**config.mk**
```make
export PLATFORM = sky130hd
export DESIGN_NAME = pbit_bank
export DESIGN_NICKNAME = d
export VERILOG_FILES = /design/src/rtl/pbit_bank.sv
export SDC_FILE = /design/constraint.sdc
export NUM_CORES = 1
export LEC_CHECK = 0
export CAP_MARGIN = 20
export CORE_ASPECT_RATIO = 1.5
export CORE_MARGIN = 4
export CORE_UTILIZATION = 25
export CTS_CLUSTER_DIAMETER = 50
export DETAILED_ROUTE_END_ITERATION = 8
export GPL_TIMING_DRIVEN = 0
export HOLD_SLACK_MARGIN = 0.05
export SLEW_MARGIN = 25
export SYNTH_ARGS = -nofsm -noshare
export SYNTH_HDL_FRONTEND = slang
export SYNTH_SLANG_ARGS = --single-unit
```
**constraint.sdc**
```tcl
create_clock -name CLK -period 2 [get_ports CLK]
set_input_delay 0.3 -clock CLK [delete_from_list [all_inputs] [get_ports CLK]]
set_output_delay 0.3 -clock CLK [all_outputs]
set_load 0.03 [all_outputs]
```
**src/rtl/pbit_bank.sv**
```systemverilog
// pbit_bank: bank of probabilistic bits with per-channel LFSR, saturating beta-scaled activation and parallel or round-robin update
// CLK, RST: rising-edge clock, asynchronous active-low reset
// en: advance enable; mode: 0 parallel, 1 round-robin; beta: extra activation shift
// z: packed signed biases, channel i at [i*BIAS_W +: BIAS_W]
// pbit_val: registered states; update_idx: channel sampled this cycle; sweep_done: sweep-commit pulse
module pbit_bank #(
  parameter int NUM_PBITS = 4,
  parameter int BIAS_W = 8,
  parameter int ACT_SHIFT = 24,
  parameter logic [31:0] SEED = 32'd1,
  localparam int IW = NUM_PBITS > 1 ? $clog2(NUM_PBITS) : 1
) (
  input  logic                          CLK,
  input  logic                          RST,
  input  logic                          en,
  input  logic                          mode,
  input  logic [3:0]                    beta,
  input  logic [NUM_PBITS*BIAS_W-1:0]   z,
  output logic [NUM_PBITS-1:0]          pbit_val,
  output logic [IW-1:0]                 update_idx,
  output logic                          sweep_done
);
  // wide enough to hold the bias shifted by ACT_SHIFT+15 without loss
  localparam int AW0 = BIAS_W + ACT_SHIFT + 16;
  localparam int AW = AW0 > 34 ? AW0 : 34;
  localparam logic signed [AW-1:0] HI = {{(AW-32){1'b0}}, 32'h8000_0000};
  localparam logic signed [AW-1:0] LO = -HI;
  logic [NUM_PBITS-1:0] hit;
  logic [NUM_PBITS-1:0] mask_q;
  logic last_q;
  logic v_q;
  logic last_idx;
  for (genvar i = 0; i < NUM_PBITS; i++) begin : g_ch
    localparam logic [31:0] S0 = SEED ^ (32'(i) * 32'h9E37_79B9);
    localparam logic [31:0] S = S0 == 32'd0 ? 32'd1 : S0;
    logic [31:0] lfsr;
    logic [31:0] r_q;
    logic [32:0] a;
    logic [32:0] a_q;
    logic signed [AW-1:0] wide;
    logic [33:0] sum;
    assign wide = $signed({{(AW-BIAS_W){z[i*BIAS_W+BIAS_W-1]}}, z[i*BIAS_W +: BIAS_W]}) <<< (ACT_SHIFT + int'(beta));
    // clamp to the 33-bit range [-2^31, +2^31] so the extremes dominate any LFSR value
    assign a = wide > HI ? 33'h0_8000_0000 : wide < LO ? 33'h1_8000_0000 : wide[32:0];
    // 34-bit sum of sign-extended operands cannot overflow; its msb is the sign
    assign sum = {a_q[32], a_q} + {{2{r_q[31]}}, r_q};
    assign hit[i] = ~sum[33];
    always_ff @(posedge CLK or negedge RST)
      if (!RST) begin
        lfsr <= S;
        a_q <= '0;
        r_q <= '0;
      end else if (en) begin
        lfsr <= lfsr[0] ? (lfsr >> 1) ^ 32'h8020_0003 : lfsr >> 1;
        a_q <= a;
        r_q <= lfsr;
      end
  end
  assign last_idx = update_idx == IW'(NUM_PBITS - 1);
  always_ff @(posedge CLK or negedge RST)
    if (!RST) begin
      mask_q <= '0;
      last_q <= 1'b0;
      v_q <= 1'b0;
      update_idx <= '0;
      pbit_val <= '0;
      sweep_done <= 1'b0;
    end else begin
      sweep_done <= en & v_q & last_q;
      if (en) begin
        pbit_val <= v_q ? (pbit_val & ~mask_q) | (hit & mask_q) : pbit_val;
        mask_q <= mode ? NUM_PBITS'(1) << update_idx : '1;
        last_q <= ~mode | last_idx;
        v_q <= 1'b1;
        // parallel mode and any switch into it park the index at 0
        update_idx <= mode & ~last_idx ? update_idx + 1'b1 : '0;
      end
    end
endmodule

```
==> metrics.cfg <==
[clocking]
clock_path_buffers=3
cts.sinks=302
cts_buffers=26
htreeDepth=1
cts_tree=built
clk_pin_slew_ps=70
clkLatencyLatePin_ps=540
root_buffer=clkbuf_16

[setup_path]
crit_fanout=3
startpoint_type=flop
critPathKind=flop to flop
end_kind=flop
crit_arrival_ps=2620
crit_required_ps=2430

[synthesis]
async_reset_ff_share_pct=100.0
seq_area_frac_synth_pct=46.81
syn_area_per_cell_um2=10.55
synth_flop_cell=dfrtp_1
yosysWarnings=0
yosysUniqueCellTypes=81
synth.largest_area_cell=dfrtp_1
synth-edff-count=0
synthCells=1544
synth_area_um2=16300
synthTopCellsByArea=dfrtp_1, ha_1, dfstp_2, mux2_2, o21ai_0
synth_fp_nets=1716
yosys.area.top_type_share_pct=37.62
ys_ff_latch=302

[die]
ioPinCount=47
start_util_pct=25.28
rows=114
die_h_um=320.7
die_area_um2=69420
coreArea_um2=64470
die_w_um=216.5

[power]
power_density_nw_per_um2=919.4
power.total_uw=18440
ir_drop_mv=0.6219
cellLeakagePower_uw=0.009099

[global_routing]
first_global_vias=13070
track_usage_pct=12.42
grt_max_degree=97
grt-ovfl-total=0
grt_pass1_wl_um=70970
grt_antenna_before_repair=1

[routing]
ant_nets=0
drc=0
drtIter0Drc=875
detailedRoute.firstPassIterationCount=5
via_per_inst=4.840
wirelength_um=44570
vias=12380
wl_per_cell_um=17.43

[layout]
final_util_pct=31.12
n_fill_cell=6622
drive_above_1_share_pct=26.57
seq_area_um2=7631
mostFrequentLayoutCell=dfrtp_1
multi_input_area_um2=8491
area_growth_pct=23.10
nets=1838
final_cell_mix=dfrtp_1, o21ai_0, ha_1
final_area_um2=20060

[timing]
hold_violations=0
drv_slew=0
relSlewSlack_pct=54.46
min_period_ps=2191
finalSetupViolCount=4
finalCritPeriodShare_pct=109.6
worstMarginPinSlew_ps=683.1
rsz0062_at_grt=yes
finClkSkew_ps=15.23
timing.fmax_mhz=456.3
finalWorstSetupSlack_ps=-191.5

[placement]
place.gp.congestion=0.9135
place_area_um2=17940
place_hpwl_um=32300
io_buffers=40

[min_path]
min_path_type=input pin to flop

[run_status]
status=complete, but fails checks
violations=setup timing

[run]
max-cap-violations=0

logic make-up after synthesis:
group	count (synthesis)	synth area share, %
and+or+nand+nor	366	11.79
xor gates and xnor gates	12	0.6450
buffers and inverters	208	5.213
AOI/OAI and AO/OA	396	15.82
muxes	128	9.590
DFF	302	46.81
adders and majority gates	132	10.14
sequential cells by signal, summed over array words and instances (netlist names), named ones only:
| register | flops |
|---|---|
| update_idx | 2 |
| mask_q | 4 |
| g_ch.a_q | 100 |
| v_q | 1 |
| g_ch.r_q | 64 |
| sweep_done | 1 |
| g_ch.lfsr | 126 |
critical path: stages, from the launching register on:
cell	delay, ps
dfrtp_1	390
ha_1	310
a21o_1	160
a21o_1	170
a211o_1	250
o211ai_1	100
a21oi_1	110
o311a_1	370
a211o_1	230
cell usage after synthesis, drive strengths merged, types with 4 or more instances:
master and number:
xnor2 12, dfrtp 245, dfstp 57, inv 126
o211ai 10, mux4 13, o21ai 147, a21o 39
a32oi 4, o22a 4, and2 8, and3 8
a31oi 10, nand3 24, nand2 104, mux2 92
ha 132, a31o 4, a221oi 4, nand4 26
o221ai 5, a211oi 13, or4 5, o41ai 7
nand2b 9, o31ai 7, nor3b 4, a21oi 71
clkbuf 60, buf 22, a2111oi 7, a211o 7
or3 4, nor2 57, nor3 14, mux2i 23
o2111ai 4, nor2b 81, o2bb2ai 18, or2 5
nor4 8
layer usage:
metal,track usage [%],wire length [um],vias to the layer above
met1,14.35,17930,6172
met5,0,0,-
met3,1.403,1520,112
met2,22.68,23010,291
met4,6.190,2108,0
li1,-,-,5800
through the flow:
stage	TNS (ps)	std cells	hold slack (ps)	setup WS, ps
CTS	-437.0	2524	164.0	-213.4
detailed placement	-349800	2457	206.6	-1850
finish	-422.0	2557	119.0	-191.5
global route	-861.9	2556	92.90	-286.8
floorplan	-6890	1544	4.409	-388.4
global placement	-3741260	2454	455.4	-13150
timing repair:
| action | CTS | global route |
|---|---|---|
| hold buffers | 1 | 0 |
| setup endpoints to repair | 304 | 206 |
| cloned | 0 | 4 |
| hold endpoints to repair | 89 | 0 |
| resized for setup | 173 | 114 |
| pin swaps | 30 | 37 |
| setup buffers | 19 | 28 |
report_power, final:
group	switching [uW]	leakage [uW]	internal, uW
sequential	1070	0.00376	7760
combinational	2250	0.00490	2030
clock	2290	0.000437	3050
worst paths after layout:
check	cells after the start	startpoint	slack (ps)	endpoint
setup / recovery	8	g_ch[0].lfsr[9]$_DFFE_PN0P_	-190	flop
hold / removal	3	z[0]	120	g_ch[0].a_q[24]$_DFFE_PN0P_
setup reg to reg	8	g_ch[0].lfsr[9]$_DFFE_PN0P_	-190	flop
hold reg to reg	2	g_ch[1].lfsr[16]$_DFFE_PN1P_	470	g_ch[1].lfsr[16]$_DFFE_PN1P_
max in group asynchronous	5	RST	230	g_ch[2].lfsr[27]$_DFFE_PN1P_
min in group asynchronous	2	RST	220	sweep_done$_DFF_PN0_
final cells by class:
type	count	share of cell area, %
multi-input cells	1034	42.33
diodes	1	0.01247
clock buffers	37	3.805
inverters	126	2.370
repair buffers	95	4.378
well taps	870	5.426
flip-flops and latches	302	38.04
plain buffers	81	2.956
clock inverters	11	0.6861
No activity file was read; power rests on OpenSTA's default activity.
